`src/rtl/panel_row_shifter_if.sv`:
```
// Bundle between the row-period counter / frame store and the panel column/row drivers.
// Carries the refresh strobe, the fetched column word, the serial outputs and status.
interface panel_row_shifter_if #(
  parameter int COLS = 16,
  parameter int ROWS = 8
);
  localparam int AW = (ROWS > 1) ? $clog2(ROWS) : 1;

  // Handshake: row_tick is a one-cycle strobe with no back-pressure. It is
  // accepted only on an edge where busy==0. A strobe on any edge with busy==1
  // (including the edge on which busy falls) is dropped and sets the sticky
  // overrun flag. row_data must be valid for row_addr in the cycle row_tick is
  // high and is sampled only on the accepting edge.
  logic            row_tick;
  logic [COLS-1:0] row_data;
  logic            clr_overrun;
  logic [AW-1:0]   row_addr;
  logic            ser_clk;
  logic            ser_data;
  logic            ser_latch;
  logic [ROWS-1:0] row_sel;
  logic            busy;
  logic            overrun;
  logic [1:0]      state_dbg;

  modport master (
    output row_tick, row_data, clr_overrun,
    input  row_addr, ser_clk, ser_data, ser_latch, row_sel, busy, overrun, state_dbg
  );

  modport slave (
    input  row_tick, row_data, clr_overrun,
    output row_addr, ser_clk, ser_data, ser_latch, row_sel, busy, overrun, state_dbg
  );
endinterface

```
`src/rtl/panel_row_shifter.sv`:
```
// One row refresh per row_tick: shift the row's column word out MSB first,
// pulse the latch with rows blanked, then enable the refreshed row.
module panel_row_shifter #(
  parameter int COLS    = 16,
  parameter int ROWS    = 8,
  parameter int CLK_DIV = 2
) (
  input  logic                clk,
  input  logic                reset,
  panel_row_shifter_if.slave  bus
);
  localparam int AW = (ROWS > 1) ? $clog2(ROWS) : 1;
  localparam int BW = $clog2(COLS + 1);
  localparam int PW = (CLK_DIV > 1) ? $clog2(CLK_DIV) : 1;

  localparam logic [AW-1:0] LAST_ROW = AW'(ROWS - 1);
  localparam logic [BW-1:0] LAST_BIT = BW'(COLS - 1);
  localparam logic [PW-1:0] LAST_PH  = PW'(CLK_DIV - 1);

  typedef enum logic [1:0] {
    IDLE  = 2'd0,
    SHIFT = 2'd1,
    LATCH = 2'd2
  } state_t;

  state_t          state;
  logic [COLS-1:0] shreg;
  logic [BW-1:0]   bit_cnt;
  logic [PW-1:0]   phase;
  logic [AW-1:0]   row_addr_q;
  logic            ser_clk_q;
  logic            ser_data_q;
  logic            ser_latch_q;
  logic [ROWS-1:0] row_sel_q;
  logic            busy_q;
  logic            overrun_q;

  logic [COLS-1:0] shifted;
  logic [ROWS-1:0] row_onehot;

  assign shifted    = shreg << 1;
  assign row_onehot = ROWS'(1) << row_addr_q;

  always_ff @(posedge clk or negedge reset) begin
    if (!reset) begin
      state       <= IDLE;
      shreg       <= '0;
      bit_cnt     <= '0;
      phase       <= '0;
      row_addr_q  <= '0;
      ser_clk_q   <= 1'b0;
      ser_data_q  <= 1'b0;
      ser_latch_q <= 1'b0;
      row_sel_q   <= '0;
      busy_q      <= 1'b0;
      overrun_q   <= 1'b0;
    end else begin
      // A dropped strobe outranks a simultaneous clear so no overrun is lost.
      if (bus.row_tick && (state != IDLE)) begin
        overrun_q <= 1'b1;
      end else if (bus.clr_overrun) begin
        overrun_q <= 1'b0;
      end

      case (state)
        IDLE: begin
          if (bus.row_tick) begin
            shreg      <= bus.row_data;
            ser_data_q <= bus.row_data[COLS-1];
            ser_clk_q  <= 1'b0;
            bit_cnt    <= '0;
            phase      <= '0;
            busy_q     <= 1'b1;
            state      <= SHIFT;
          end
        end

        SHIFT: begin
          if (phase != LAST_PH) begin
            phase <= phase + 1'b1;
          end else begin
            phase <= '0;
            if (!ser_clk_q) begin
              ser_clk_q <= 1'b1;
            end else if (bit_cnt != LAST_BIT) begin
              // End of a high half: drop the clock and present the next bit together.
              ser_clk_q  <= 1'b0;
              shreg      <= shifted;
              ser_data_q <= shifted[COLS-1];
              bit_cnt    <= bit_cnt + 1'b1;
            end else begin
              ser_clk_q   <= 1'b0;
              ser_data_q  <= 1'b0;
              row_sel_q   <= '0;
              ser_latch_q <= 1'b1;
              state       <= LATCH;
            end
          end
        end

        LATCH: begin
          if (phase != LAST_PH) begin
            phase <= phase + 1'b1;
          end else begin
            phase       <= '0;
            ser_latch_q <= 1'b0;
            row_sel_q   <= row_onehot;
            row_addr_q  <= (row_addr_q == LAST_ROW) ? '0 : row_addr_q + 1'b1;
            busy_q      <= 1'b0;
            state       <= IDLE;
          end
        end

        default: begin
          state <= IDLE;
        end
      endcase
    end
  end

  assign bus.row_addr  = row_addr_q;
  assign bus.ser_clk   = ser_clk_q;
  assign bus.ser_data  = ser_data_q;
  assign bus.ser_latch = ser_latch_q;
  assign bus.row_sel   = row_sel_q;
  assign bus.busy      = busy_q;
  assign bus.overrun   = overrun_q;
  assign bus.state_dbg = state;
endmodule

```
`src/flat_wrapper.sv`:
```
// flat-port wrapper written by rule: the top's interface ports become plain ports
module panel_row_shifter_flat 
#(
  parameter int COLS    = 16,
  parameter int ROWS    = 8,
  parameter int CLK_DIV = 2
)
  (clk, reset, bus_row_tick, bus_row_data, bus_clr_overrun, bus_row_addr, bus_ser_clk, bus_ser_data, bus_ser_latch, bus_row_sel, bus_busy, bus_overrun, bus_state_dbg);
  panel_row_shifter_if #(.COLS(COLS), .ROWS(ROWS)) bus_i ();
  input  logic clk;
  input  logic reset;
  input wire logic [$bits(bus_i.row_tick)-1:0] bus_row_tick;
  input wire logic [$bits(bus_i.row_data)-1:0] bus_row_data;
  input wire logic [$bits(bus_i.clr_overrun)-1:0] bus_clr_overrun;
  output wire logic [$bits(bus_i.row_addr)-1:0] bus_row_addr;
  output wire logic [$bits(bus_i.ser_clk)-1:0] bus_ser_clk;
  output wire logic [$bits(bus_i.ser_data)-1:0] bus_ser_data;
  output wire logic [$bits(bus_i.ser_latch)-1:0] bus_ser_latch;
  output wire logic [$bits(bus_i.row_sel)-1:0] bus_row_sel;
  output wire logic [$bits(bus_i.busy)-1:0] bus_busy;
  output wire logic [$bits(bus_i.overrun)-1:0] bus_overrun;
  output wire logic [$bits(bus_i.state_dbg)-1:0] bus_state_dbg;
  assign bus_i.row_tick = bus_row_tick;
  assign bus_i.row_data = bus_row_data;
  assign bus_i.clr_overrun = bus_clr_overrun;
  assign bus_row_addr = bus_i.row_addr;
  assign bus_ser_clk = bus_i.ser_clk;
  assign bus_ser_data = bus_i.ser_data;
  assign bus_ser_latch = bus_i.ser_latch;
  assign bus_row_sel = bus_i.row_sel;
  assign bus_busy = bus_i.busy;
  assign bus_overrun = bus_i.overrun;
  assign bus_state_dbg = bus_i.state_dbg;
  panel_row_shifter #(.COLS(COLS), .ROWS(ROWS), .CLK_DIV(CLK_DIV)) u_core (.clk(clk), .reset(reset), .bus(bus_i));
endmodule
```
`config.mk`:
```
export PLATFORM = sky130hd
export DESIGN_NAME = panel_row_shifter_flat
export DESIGN_NICKNAME = d
export VERILOG_FILES = /design/src/rtl/panel_row_shifter_if.sv /design/src/rtl/panel_row_shifter.sv /design/src/flat_wrapper.sv
export SDC_FILE = /design/constraint.sdc
export NUM_CORES = 1
export LEC_CHECK = 0
export CORE_MARGIN = 5
export CORE_UTILIZATION = 52
export DETAILED_ROUTE_END_ITERATION = 8
export MAX_ROUTING_LAYER = met4
export PLACE_DENSITY = 0.79
export SYNTH_ARGS = -nofsm -noshare
export SYNTH_HDL_FRONTEND = slang
export SYNTH_SLANG_ARGS = --single-unit
export TNS_END_PERCENT = 20
```
`constraint.sdc`:
```
create_clock -name clk -period 2.5 [get_ports clk]
set_input_delay 0.25 -clock clk [delete_from_list [all_inputs] [get_ports clk]]
set_output_delay 0.25 -clock clk [all_outputs]
set_load 0.02 [all_outputs]
```
==> results of run 1 <==
-- area by class of cell --
| cell class | instances | area, sq um | share of cell area, % |
|---|---|---|---|
| Tap cell | 50 | 62.56 | 2.404 |
| Sequential cell | 39 | 975.9 | 37.50 |
| Inverter | 11 | 41.29 | 1.587 |
| Clock buffer | 7 | 76.32 | 2.933 |
| Timing Repair Buffer | 42 | 402.9 | 15.48 |
| Clock inverter | 1 | 5.005 | 0.1923 |
| Multi-Input combinational cell | 119 | 1039 | 39.90 |
-- through the flow --
step | power [W] | instances | worst slack, ns | instance area (sq um) | hold WS (ns)
after floorplan | 0.001815 | 177 | 0.3647 | 2113 | -0.04559
after global placement | 0.002018 | 261 | 0.2605 | 2521 | 0.3917
after detailed placement | 0.002085 | 261 | 0.1798 | 2521 | 0.4179
after CTS | 0.002496 | 269 | 0.1716 | 2603 | 0.1052
after global routing | 0.002666 | 269 | 0.03221 | 2603 | 0.1574
final | 0.002479 | 269 | 0.1623 | 2603 | 0.06710
-- power groups by stage --
| stage | clock network, W | logic (W) | registers, W |
|---|---|---|---|
| after global routing | 0.000450 | 0.00124 | 0.000978 |
| final | 0.000404 | 0.00112 | 0.000954 |
| after detailed placement | 0 | 0.00112 | 0.000962 |
| after CTS | 0.000417 | 0.00113 | 0.000953 |
| after global placement | 0 | 0.00107 | 0.000947 |
| after floorplan | 0 | 0.000866 | 0.000950 |
-- critical path, stage by stage, from the launching register on --
cell,delay (ns)
dfrtp_1,0.40
ha_1,0.22
and3_1,0.18
ha_1,0.23
nand3b_1,0.29
a21oi_4,0.51
mux2_2,0.39
-- cells by family (layout without fill, tap and decap cells) --
| group | count (synthesis) | in the layout | share of synthesized area [%] |
|---|---|---|---|
| buf+inv | 19 | 61 | 4.677 |
| flops | 39 | 39 | 46.18 |
| fa+ha+maj | 11 | 11 | 6.513 |
| xor+xnor | 1 | 1 | 0.4145 |
| mux | 38 | 38 | 20.72 |
| compound gates | 29 | 29 | 10.12 |
| simple gates | 40 | 40 | 11.37 |
-- Yosys cell counts, types with 3 or more instances --
| cell | count |
|---|---|
| a21oi_1 | 7 |
| and3_1 | 8 |
| buf_2 | 4 |
| dfrtp_1 | 39 |
| ha_1 | 11 |
| inv_1 | 11 |
| mux2_1 | 6 |
| mux2_2 | 30 |
| nand2_1 | 8 |
| nand3_1 | 3 |
| nand3b_1 | 4 |
| nor2b_1 | 4 |
| nor3_1 | 3 |
| o21ai_0 | 4 |
| o2bb2ai_1 | 3 |
-- flip-flops by register name, summed over array words and instances (netlist names) --
register and flops:
u_core.phase 1, u_core.bus.busy 1, u_core.shreg 15, u_core.bus.ser_data 1, u_core.bus.row_addr 3, u_core.bus.state_dbg 2
u_core.bus.ser_clk 1, u_core.bus.overrun 1, u_core.bit_cnt 5, u_core.bus.ser_latch 1, u_core.bus.row_sel 8
-- worst paths after layout --
check                           cells past startpoint  slack (ns)                to         startpoint
worst min register to register                      1        0.49  u_core.shreg[11]   u_core.shreg[11]
worst max-delay path                                6        0.16   u_core.shreg[7]  u_core.bit_cnt[0]
worst max register to register                      6        0.16   u_core.shreg[7]  u_core.bit_cnt[0]
min in group clk                                    1        0.49  u_core.shreg[11]   u_core.shreg[11]
worst min-delay path                                1        0.07      u_core.phase              reset
max in group asynchronous                           1        1.89   u_core.shreg[5]              reset
-- routing by layer --
layer | global-route usage (%) | share of wire, %
met3 | 4.925 | 4.8
met1 | 23.30 | 43
met2 | 29.53 | 51
met4 | 5.433 | 1.4
met5 | - | 0
==> reports/metrics.csv, run 1 <==
stage;metric;value;unit
cts;htree_levels;2;
worst_hold_path;hp-class;in -> async;
power_and_ir_drop;p_per_area;952.7;mW/mm^2
final_layout;fin_nets;249;
cts;cts_tree;built;
logic_synthesis;async_flop_share;100.0;%
cts;hold_buffers;0;
placement;gp_congestion;0.8776;
logic_synthesis;synth_area_per_cell;11.94;sq um
floorplanning;die_y;73.75;um
worst_setup_path;path_class;reg -> reg;
cts;numCtsBuffers;5;
timing;max_freq;427.8;MHz
logic_synthesis;synth.area.top_cells;dfrtp_1 (46%), mux2_2 (16%), ha_1 (6.5%);
timing;skew;0.01098;ns
timing;fin_tns_setup;0;ns
cts;clockBufferDepth;2;
timing;max_slew.worst_pin.slew;0.8643;ns
final_layout;layout-drive-gt1-share;21.00;%
cts;cts_resized;0;
timing;period_minus_slack;2.338;ns
worst_setup_path;cp_data_arrival_time;2.51;ns
timing;hold_violations;0;
floorplanning;initial_utilization;53.21;%
placement;hpwlAfterDp;3190;um
power_and_ir_drop;seqPwrFrac;38.5;%
global_routing;grt_max_degree;40;
logic_synthesis;synth_seq_area_share;46.18;%
worst_setup_path;required;2.67;ns
logic_synthesis;synth.distinct_cells;39;
global_routing;grt_usage;18.58;%
detailed_routing;wl_per_cell;15.87;um
logic_synthesis;syn_inst;177;
global_routing;grt_pass1_vias;1560;
cts;cts_setup_buffers;0;
timing;rsz0062_at_grt;false;
logic_synthesis;yosysWarnings;0;
floorplanning;ios;38;
floorplanning;die_area;0.005439;sq mm
detailed_routing;drt_wl_total;4269;um
floorplanning;rows;23;
outcome;status;finished clean;
worst_setup_path;end_kind;register;
final_layout;final_common_cell;dfrtp_1;
worst_setup_path;path_max_fanout;15;
final_layout;syn2layout_area_growth;23.15;%
timing;setup_viol;0;
final_layout;n_fill_cell;303;
floorplanning;dieWidth;73.75;um
worst_setup_path;start_kind;register;
power_and_ir_drop;p_leak;1.155;nW
logic_synthesis;synth_area;0.002113;sq mm
floorplanning;core_area;0.003971;sq mm
final_layout;final_util;65.53;%
detailed_routing;num_vias;1490;
cts;clk_latency;0.29;ns
power_and_ir_drop;switchingPower;0.0008567;W
placement;port_buffers;37;
logic_synthesis;ys_seq_elements;39;
power_and_ir_drop;combPwrFrac;45.2;%
power_and_ir_drop;peakVddDrop;0.4910;mV
logic_synthesis;synth_top_area_share;46.18;%
power_and_ir_drop;clkPwrFrac;16.3;%
global_routing;grt_overflow;0;
detailed_routing;drcViolationCount;0;
final_layout;antenna_cells;0;
logic_synthesis;synth_top_area_cell;dfrtp_1;
power_and_ir_drop;netSwitchingFraction;34.55;%
detailed_routing;ant_nets;0;
logic_synthesis;synth_fp_nets;208;
detailed_routing;drt-vias-per-instance;5.539;
power_and_ir_drop;power.internal;0.001623;W
detailed_routing;dr.pass1.iters;4;
logic_synthesis;synth_top_flop_cell;dfrtp_1;
detailed_routing;drt-initial-drc-count;103;
global_routing;antenna_found_initial;0;
final_layout;layout_common_cells;dfrtp_1 (39), clkdlybuf4s50_1 (36), mux2_2 (30), inv_1 (11), ha_1 (11);
logic_synthesis;synth_edf_count;0;
cts;cts_sinks;39;
timing;finalMaxSlewViolations;0;
timing;fin_crit_sh;93.51;%
job;maxCapViolations;0;
cts;clk_pin_slew;0.08;ns
global_routing;grt_pass1_wl;7590;um
timing;slew_headroom;42.38;%
cts;root_buffer;clkbuf_8;
(Power assumes the default switching activity.)
==> run 2, diff against run 1 <==
- clock period: 2.5 -> 2.2 ns (I/O delays scaled with it)
==> run 2 against run 1 <==
Cell count grew 0.37%. Count of clock-buffer cells in the layout shrank 1. Sequential share of layout area shrank 0.79 points. Critical endpoint is now u_core.shreg[6].
==> reports/metrics.csv, run 2 (same netlist as run 1, synthesis figures left out) <==
stage;metric;value;unit
power_and_ir_drop;switchingPower;0.0009738;W
power_and_ir_drop;power.internal;0.002017;W
worst_setup_path;slowest_stage;dfrtp_1;
power_and_ir_drop;netSwitchingFraction;32.56;%
placement;placed_cells;262;
global_routing;grt_usage;17.87;%
detailed_routing;num_vias;1463;
floorplanning;ios;38;
timing;skew;0.004589;ns
global_routing;grt_overflow;0;
global_routing;grt_max_degree;40;
power_and_ir_drop;p_per_area;1125;mW/mm^2
placement;gp_congestion;0.8663;
power_and_ir_drop;peakVddDrop;0.5680;mV
cts;clk_latency;0.29;ns
timing;setup_viol;0;
final_layout;syn2layout_area_growth;25.81;%
power_and_ir_drop;seqPwrFrac;36.7;%
timing;period_minus_slack;2.095;ns
cts;clk_pin_slew;0.07;ns
floorplanning;rows;23;
cts;htree_levels;2;
power_and_ir_drop;p_leak;1.183;nW
job;maxCapViolations;0;
final_layout;largest_reg_flops;15;
detailed_routing;drt-initial-drc-count;46;
worst_setup_path;path_class;reg -> reg;
final_layout;ff_latch_area;975.9;sq um
detailed_routing;drt-vias-per-instance;5.419;
timing;hold_violations;0;
floorplanning;core_area;0.003971;sq mm
detailed_routing;dr.pass1.iters;4;
detailed_routing;drcViolationCount;0;
final_layout;fin_nets;250;
final_layout;n_fill_cell;301;
cts;cts_resized;0;
worst_setup_path;path_max_fanout;17;
worst_setup_path;start_kind;register;
timing;finalMaxSlewViolations;0;
worst_setup_path;path_cells;ha_1, and3_1, ha_1, nand3b_1, a21oi_4, buf_12, mux2_2;
floorplanning;die_area;0.005439;sq mm
timing;max_freq;477.2;MHz
cts;cts_setup_buffers;0;
final_layout;layout_common_cells;dfrtp_1 (39), clkdlybuf4s50_1 (36), mux2_2 (30), inv_1 (11), ha_1 (11);
outcome;status;finished clean;
cts;hold_buffers;0;
placement;port_buffers;37;
worst_setup_path;slowest_delay;0.41;ns
power_and_ir_drop;combPwrFrac;43.0;%
final_layout;final_common_cell;dfrtp_1;
timing;slew_headroom;41.92;%
floorplanning;initial_utilization;53.21;%
timing;fin_crit_sh;95.25;%
worst_setup_path;cp_data_arrival_time;2.27;ns
worst_setup_path;required;2.37;ns
final_layout;multi_input_area;0.001039;sq mm
detailed_routing;ant_nets;0;
detailed_routing;wl_per_cell;15.57;um
final_layout;antenna_cells;0;
worst_setup_path;end_kind;register;
timing;fin_tns_setup;0;ns
final_layout;fin_cells;270;
worst_setup_path;crit_top_cell;ha_1;
final_layout;layout-drive-gt1-share;22.27;%
final_layout;regMostFlops;u_core.shreg;
placement;hpwlAfterDp;3135;um
cts;clockBufferDepth;2;
timing;rsz0062_at_grt;false;
power_and_ir_drop;clkPwrFrac;20.3;%
detailed_routing;drt_wl_total;4203;um
cts;cts_sinks;39;
global_routing;grt_pass1_wl;7217;um
timing;max_slew.worst_pin.slew;0.8712;ns
worst_hold_path;hp-class;in -> async;
global_routing;grt_pass1_vias;1554;
floorplanning;dieWidth;73.75;um
floorplanning;die_y;73.75;um
cts;numCtsBuffers;5;
global_routing;antenna_found_initial;0;
cts;root_buffer;clkbuf_8;
cts;cts_tree;built;
-- run 2: changes by cell type in the layout (fill, tap and decap cells not counted) --
| cell | change |
|---|---|
| buf_12 | +1 |
| clkbuf_1 | -2 |
| bufinv_16 | +1 |
| clkbuf_8 | +1 |
-- run 2: final cells by class --
cell class / instances / share of cell area [%]
timing repair buffer: 43 / 15.91
inverter: 11 / 1.553
tap: 50 / 2.353
clock inverter: 2 / 1.318
sequential: 39 / 36.71
clock buffer: 6 / 3.106
multi-input combinational: 119 / 39.06
-- run 2: routing by layer --
layer  vias to the layer above  GRT usage (%)  part of all wire (%)
met2                        23          29.13                    51
met5                         -              -                     0
met4                         0          7.243                   1.7
li1                        717              -                     -
met1                       716          21.51                    44
met3                         7          3.694                   3.1
-- run 2: critical path: cells and delay by family (launching register included) --
family	cells	cell delay (ns)
adder cells (fa/ha/maj)	2	0.41
flip-flops	1	0.41
multiplexers	1	0.34
buffers and inverters	1	0.17
AND/OR/NAND/NOR	2	0.45
AO/OA/AOI/OAI	1	0.21
-- run 2: metrics by stage --
stage | hold WS [ns] | area, sq um | utilization [%] | total power, W | worst slack, ns
floorplan | -0.07559 | 2113 | - | 0.002063 | 0.06472
global placement | 0.3648 | 2541 | 63.99 | 0.002331 | 0.1705
detailed placement | 0.3887 | 2541 | 63.99 | 0.002407 | 0.1075
CTS | 0.07201 | 2659 | 66.95 | 0.003027 | 0.07374
global route | 0.1180 | 2659 | 66.95 | 0.003193 | 0.01578
finish | 0.04344 | 2659 | 66.95 | 0.002991 | 0.1046
-- run 2: worst paths after layout --
path | start | end | slack (ns) | depth (start not counted)
setup reg to reg | u_core.bit_cnt[0] | u_core.shreg[6] | 0.10 | 7
max in group asynchronous | reset | u_core.shreg[10] | 1.61 | 1
setup / recovery | u_core.bit_cnt[0] | u_core.shreg[6] | 0.10 | 7
hold reg to reg | u_core.shreg[10] | u_core.shreg[10] | 0.49 | 1
hold / removal | reset | u_core.bus.state_dbg[1] | 0.04 | 1
min in group clk | u_core.shreg[10] | u_core.shreg[10] | 0.49 | 1
-- run 2: power groups by stage --
stage	Clock, W	Combinational, W	Sequential [W]
floorplan	0	0.000984	0.00108
global placement	0	0.00124	0.00110
detailed placement	0	0.00130	0.00111
CTS	0.000628	0.00130	0.00110
global route	0.000663	0.00141	0.00112
finish	0.000607	0.00128	0.00110
==> run 3, diff against run 2 <==
- CTS_CLUSTER_DIAMETER: not set -> 150
==> results of run 3 <==
Same layout as run 2: the final DEF is identical, and so are final timing and power.
